## src/rtl/dmem_access_ctrl.sv

```systemverilog
// dmem_access_ctrl: MEM-stage data-memory port controller.
// Runs one valid/grant/response bus transaction per load or store. It stalls
// the pipeline until the access completes and returns the raw 32-bit bus word.
// Optional feature macro: DMEM_TIMEOUT_EN. When it is defined, an access stuck
// in REQ/WAIT is forced to complete with mem_err_o after TIMEOUT_CYCLES cycles.
module dmem_access_ctrl #(
    parameter int TIMEOUT_CYCLES = 255
) (
    input  logic        clk,
    input  logic        rst,
    input  logic        mem_valid_i,
    input  logic        mem_we_i,
    input  logic [31:0] mem_addr_i,
    input  logic [31:0] mem_wdata_i,
    input  logic [3:0]  mem_wstrb_i,
    input  logic        flush_i,
    input  logic        pipe_hold_i,
    output logic        mem_stall_o,
    output logic        mem_done_o,
    output logic [31:0] mem_rdata_o,
    output logic        mem_err_o,
    output logic        bus_req_o,
    output logic        bus_we_o,
    output logic [31:0] bus_addr_o,
    output logic [31:0] bus_wdata_o,
    output logic [3:0]  bus_wstrb_o,
    input  logic        bus_gnt_i,
    input  logic        bus_rvalid_i,
    input  logic [31:0] bus_rdata_i
);

    typedef enum logic [2:0] {
        S_IDLE  = 3'd0,
        S_REQ   = 3'd1,
        S_WAIT  = 3'd2,
        S_DONE  = 3'd3,
        S_DRAIN = 3'd4
    } state_t;

    state_t      r_state;
    state_t      w_state_next;

    logic        r_we;
    logic [29:0] r_addr;
    logic [31:0] r_wdata;
    logic [3:0]  r_wstrb;
    logic [31:0] r_rdata;

    logic        w_accept;
    logic        w_capture;
    logic        w_timeout;
    logic        w_unused_addr_lsb;

    // Byte offset is resolved by the load/store formatters; the bus is word-addressed.
    assign w_unused_addr_lsb = ^mem_addr_i[1:0];

    // A new access is taken only from IDLE, and only if it is not being killed.
    assign w_accept = (r_state == S_IDLE) && mem_valid_i && !flush_i;

    assign bus_we_o    = r_we;
    assign bus_addr_o  = {r_addr, 2'b00};
    assign bus_wdata_o = r_wdata;
    assign bus_wstrb_o = r_wstrb;
    assign mem_rdata_o = r_rdata;

    // State register.
    always_ff @(posedge clk) begin
        if (rst) begin
            r_state <= S_IDLE;
        end else begin
            r_state <= w_state_next;
        end
    end

    // Next-state logic. Flush beats a response that arrives in the same cycle,
    // and a grant beats a timeout because the slave has then committed to the access.
    always_comb begin
        w_state_next = r_state;
        w_capture    = 1'b0;
        unique case (r_state)
            S_IDLE: begin
                if (mem_valid_i && !flush_i) w_state_next = S_REQ;
            end
            S_REQ: begin
                if (flush_i) begin
                    if (bus_gnt_i && !bus_rvalid_i) w_state_next = S_DRAIN;
                    else                            w_state_next = S_IDLE;
                end else if (bus_gnt_i && bus_rvalid_i) begin
                    w_state_next = S_DONE;
                    w_capture    = 1'b1;
                end else if (bus_gnt_i) begin
                    w_state_next = S_WAIT;
                end else if (w_timeout) begin
                    w_state_next = S_DONE;
                end
            end
            S_WAIT: begin
                if (flush_i) begin
                    w_state_next = bus_rvalid_i ? S_IDLE : S_DRAIN;
                end else if (bus_rvalid_i) begin
                    w_state_next = S_DONE;
                    w_capture    = 1'b1;
                end else if (w_timeout) begin
                    w_state_next = S_DONE;
                end
            end
            S_DRAIN: begin
                if (bus_rvalid_i || w_timeout) w_state_next = S_IDLE;
            end
            S_DONE: begin
                if (flush_i || !pipe_hold_i) w_state_next = S_IDLE;
            end
            default: w_state_next = S_IDLE;
        endcase
    end

    // Output decode. The IDLE stall is combinational so the pipeline freezes in the request cycle.
    always_comb begin
        bus_req_o   = 1'b0;
        mem_stall_o = 1'b0;
        mem_done_o  = 1'b0;
        unique case (r_state)
            S_IDLE:  mem_stall_o = mem_valid_i && !flush_i;
            S_REQ: begin
                bus_req_o   = 1'b1;
                mem_stall_o = 1'b1;
            end
            S_WAIT:  mem_stall_o = 1'b1;
            S_DRAIN: mem_stall_o = 1'b1;
            S_DONE:  mem_done_o  = 1'b1;
            default: ;
        endcase
    end

    // Request latch and response capture. Loads carry no strobes and stores return 0.
    always_ff @(posedge clk) begin
        if (rst) begin
            r_we    <= 1'b0;
            r_addr  <= '0;
            r_wdata <= '0;
            r_wstrb <= '0;
            r_rdata <= '0;
        end else if (w_accept) begin
            r_we    <= mem_we_i;
            r_addr  <= mem_addr_i[31:2];
            r_wdata <= mem_wdata_i;
            r_wstrb <= mem_we_i ? mem_wstrb_i : 4'b0000;
            r_rdata <= '0;
        end else if (w_capture) begin
            r_rdata <= r_we ? 32'h0 : bus_rdata_i;
        end
    end

`ifdef DMEM_TIMEOUT_EN
    localparam int CNT_W_RAW = $clog2(TIMEOUT_CYCLES + 1);
    localparam int CNT_W     = (CNT_W_RAW < 8) ? 8 : ((CNT_W_RAW > 16) ? 16 : CNT_W_RAW);

    logic [CNT_W-1:0] r_tmo_cnt;
    logic             r_err;

    // The count starts at 0 in the first REQ cycle, so expiry lands after TIMEOUT_CYCLES cycles.
    assign w_timeout = ((r_state == S_REQ) || (r_state == S_WAIT) || (r_state == S_DRAIN))
                       && (r_tmo_cnt == CNT_W'(TIMEOUT_CYCLES - 1));
    assign mem_err_o = r_err && (r_state == S_DONE);

    // Timeout counter. It is cleared when a request is accepted and runs while bus activity is pending.
    always_ff @(posedge clk) begin
        if (rst) begin
            r_tmo_cnt <= '0;
        end else if (w_accept) begin
            r_tmo_cnt <= '0;
        end else if ((r_state == S_REQ) || (r_state == S_WAIT) || (r_state == S_DRAIN)) begin
            r_tmo_cnt <= r_tmo_cnt + 1'b1;
        end
    end

    // Error flag. It is set when DONE is entered without a captured response.
    always_ff @(posedge clk) begin
        if (rst) begin
            r_err <= 1'b0;
        end else if (w_accept) begin
            r_err <= 1'b0;
        end else if (((r_state == S_REQ) || (r_state == S_WAIT))
                     && (w_state_next == S_DONE) && !w_capture) begin
            r_err <= 1'b1;
        end
    end
`else
    logic w_unused_tmo_param;

    // Without the timeout feature the controller waits for the bus indefinitely.
    assign w_timeout          = 1'b0;
    assign mem_err_o          = 1'b0;
    assign w_unused_tmo_param = ^TIMEOUT_CYCLES;
`endif

endmodule

```

## config.mk

```make
export PLATFORM = sky130hd
export DESIGN_NAME = dmem_access_ctrl
export DESIGN_NICKNAME = d
export VERILOG_FILES = /design/src/rtl/dmem_access_ctrl.sv
export SDC_FILE = /design/constraint.sdc
export NUM_CORES = 1
export LEC_CHECK = 0
export ABC_CLOCK_PERIOD_IN_PS = 2100
export CAP_MARGIN = 20
export CORE_ASPECT_RATIO = 0.75
export CORE_MARGIN = 4
export CORE_UTILIZATION = 40
export CTS_BUF_LIST = sky130_fd_sc_hd__clkbuf_4
export CTS_CLUSTER_DIAMETER = 80
export CTS_CLUSTER_SIZE = 20
export DETAILED_ROUTE_END_ITERATION = 6
export PLACE_DENSITY_LB_ADDON = 0.1
export SLEW_MARGIN = 10
export SYNTH_ARGS = -nofsm -noshare
export SYNTH_HDL_FRONTEND = slang
export SYNTH_SLANG_ARGS = --single-unit
```

## constraint.sdc

```tcl
create_clock -name clk -period 2.1 [get_ports clk]
set_input_delay 0.315 -clock clk [delete_from_list [all_inputs] [get_ports clk]]
set_output_delay 0.315 -clock clk [all_outputs]
set_load 0.02 [all_outputs]
```

==> run_results.csv, run 1 <==
group,metric,value,unit
clocking,cts.sinks,102,
route,ant_nets,0,
sta,slew_viol_final,0,
clocking,cts_tree,"done",
grt,grt_pass1_wl,18800,um
sta,max_freq,0.492,GHz
yosys,yosysUniqueCellTypes,27,
place,dpl_cell_area,6100,um^2
clocking,cts_made_buffers,9,
worst_setup_path,required,1.78,ns
sta,min_period_over_period,0.968,
route,vias_per_cell,4.85,
worst_setup_path,reg2reg_slack,0.11,ns
clocking,cts_root_buffer,"clkbuf_4",
worst_setup_path,critPathMaxFanout,2,
cells_and_area,final_cell_area,6200,um^2
yosys,synthesis.area,3860,um^2
yosys,yosysWarnings,0,
sta,clock_skew,0.0122,ns
yosys,seq_area_frac_synth,0.528,
cells_and_area,layout_commonest_cell,"clkdlybuf4s50_1",
route,dr.pass1.iters,5,
run_status,status,"finished, final reports clean",
power_and_ir_drop,power.density,710,nW/um^2
grt,grt_use_total,0.206,
power_and_ir_drop,vdd_ir_drop_max,0.434,mV
sta,layout_setup_ws,0.0677,ns
grt,grt_max_degree,69,
min_path,hp-class,"in2reg",
clocking,clk_pin_slew,0.16,ns
clocking,insertion_delay,0.44,ns
place,routabilityCongestion,0.819,
floorplan,die_w,121,um
route,vias,3918,
clocking,post_cts_buffers,0,
sta,worstMarginPinSlew,0.701,ns
place,io_buffers,207,
cells_and_area,layout_common_cells,"203 x clkdlybuf4s50_1, 162 x nand2_1, 101 x a21oi_1, 101 x dfxtp_1, 34 x nand3b_1",
place,dp_worst_setup_slack,-0.495,ns
clocking,cts.path.max_buffers,2,
grt,first_global_vias,3897,
route,wl_per_cell,14.7,um
cells_and_area,drive_gt1_frac,0.0559,
yosys,async_flop_share,0,
cells_and_area,diodes,0,
yosys,synthFlopType,"dfxtp_1",
power_and_ir_drop,leakagePower,2.13,nW
floorplan,die_height,93.1,um
place,dp_hpwl,8640,um
cells_and_area,post-route-util,0.672,
clocking,cts-htree-levels,3,
cells_and_area,nets,784,
route,drt_iter0_drc,292,
yosys,synth-edff-count,0,
floorplan,die_area,11300,um^2
worst_setup_path,end_kind,"primary output",
sta,rsz0062_at_grt,"yes",
yosys,synth_seq_cells,102,
worst_setup_path,slowest_stage,"or3b_4",
route,route.detailed.drc,0,
worst_setup_path,path_cells,"or3b_4, or3_4, nand2_2, buf_6",
sta,tns,0,ns
route,wl,11900,um
worst_setup_path,cp_top_family,"simple AND/OR/NAND/NOR gates",
sta,slew_headroom,0.532,
cells_and_area,area_growth,60.6,%
flow_run,maxCapViolCount,0,
worst_setup_path,critical_path_arrival,1.72,ns
sta,finalHoldViolCount,0,
floorplan,start_util,0.418,
grt,antenna_found_initial,0,
sta,setup_viol,0,
floorplan,ios,213,
floorplan,row_count,30,
worst_setup_path,startpoint_type,"flip-flop",
grt,grt_remaining_overflow,0,
worst_setup_path,crit_buf_inv,1,
sta,period_needed,2.03,ns
yosys,synthCells,482,
worst_setup_path,critPathKind,"reg2out",
worst_setup_path,slowest_delay,0.40,ns
yosys,syn_area_per_cell,8.02,um^2
floorplan,core-area,9230,um^2
==> per-stage QoR <==
| stage | hold WS [ns] | total power (W) | std cells |
|---|---|---|---|
| 2_1_floorplan | 0.391 | 0.00290 | 484 |
| 3_3_place_gp | 0.438 | 0.00356 | 793 |
| 3_5_place_dp | 0.443 | 0.00359 | 793 |
| 4_1_cts | 0.234 | 0.00443 | 808 |
| 5_1_grt | 0.232 | 0.00466 | 808 |
| 6_report | 0.266 | 0.00440 | 808 |
==> report_power, final <==
group	internal [W]	leakage (nW)	total [W]	switching [W]
Combinational	0.000666	1.25	0.00139	0.000720
Clock	0.000242	0.0533	0.000860	0.000618
Sequential	0.00208	0.829	0.00216	0.0000744
==> flip-flops by register name (all words and copies together), names as in the netlist <==
name	cells
bus_wdata_o	32
mem_rdata_o	32
r_addr	30
bus_wstrb_o	4
r_state	3
bus_we_o	1
==> final timing paths <==
kind,endpoint,depth (start not counted),from
hold reg to reg,mem_rdata_o[21]$_SDFFE_PP0P_,2,mem_rdata_o[21]$_SDFFE_PP0P_
setup / recovery,mem_stall_o,4,r_state[0]$_SDFFE_PP0P_
hold / removal,bus_wdata_o[5]$_SDFFE_PP0P_,2,rst
setup reg to reg,mem_rdata_o[8]$_SDFFE_PP0P_,6,r_state[0]$_SDFFE_PP0P_
==> logic make-up after synthesis <==
kind of cell    Yosys count  synth area share
other cells               1          0.000971
flops                   102             0.528
simple gates            223             0.266
xor+xnor                  1           0.00227
buf+inv                  44            0.0551
compound gates          110             0.145
mux                       1           0.00259
==> worst reg2reg max path, cell delays in order (launching register included) <==
cell      delay (ns)
dfxtp_2         0.35
or3b_4          0.40
or3_4           0.35
buf_4           0.35
nand2b_2        0.22
buf_12          0.18
a21oi_1         0.06
==> per-layer routing <==
metal,up-vias,track usage,part of all wire
met1,1812,0.237,0.41
met2,132,0.346,0.48
met5,-,0,0
met3,11,0.0967,0.10
li1,1963,-,-
met4,0,0.0504,0.011
==> cell usage after synthesis (2+ instances only) <==
master | count | area share
nand2b_1 | 5 | 0.0081
nor3_1 | 2 | 0.0026
nand3_1 | 6 | 0.0078
inv_1 | 2 | 0.0019
buf_2 | 11 | 0.014
nor2_1 | 5 | 0.0049
a21oi_1 | 101 | 0.13
o21ai_0 | 6 | 0.0078
dfxtp_1 | 102 | 0.53
buf_6 | 3 | 0.0087
or3_1 | 2 | 0.0032
nand3b_1 | 34 | 0.066
clkbuf_1 | 25 | 0.024
buf_4 | 3 | 0.0058
nand2_1 | 163 | 0.16
==> layout make-up <==
type | instances | area, um^2
fill | 817 | 3030
timing repair buffer | 223 | 2250
sequential | 102 | 2040
multi-input combinational | 338 | 1640
tap | 128 | 160
clock buffer | 10 | 75.1
clock inverter | 5 | 27.5
inverter | 2 | 7.51
==> timing repair <==
item	CTS	global route
hold buffers	0	0
gates cloned	0	0
resized for setup	7	4
setup endpoints to repair	3	33
Power figures use the tool's default switching activity.
==> run 2: changes to the inputs <==
Settings changed: SKIP_LAST_GASP set to 1.
==> results of run 2 <==
Final layout, timing and power as in run 1 (identical DEF).
Among the figures that moved: number of gates resized after CTS 7 -> 6; met2 usage 0.346 -> 0.347
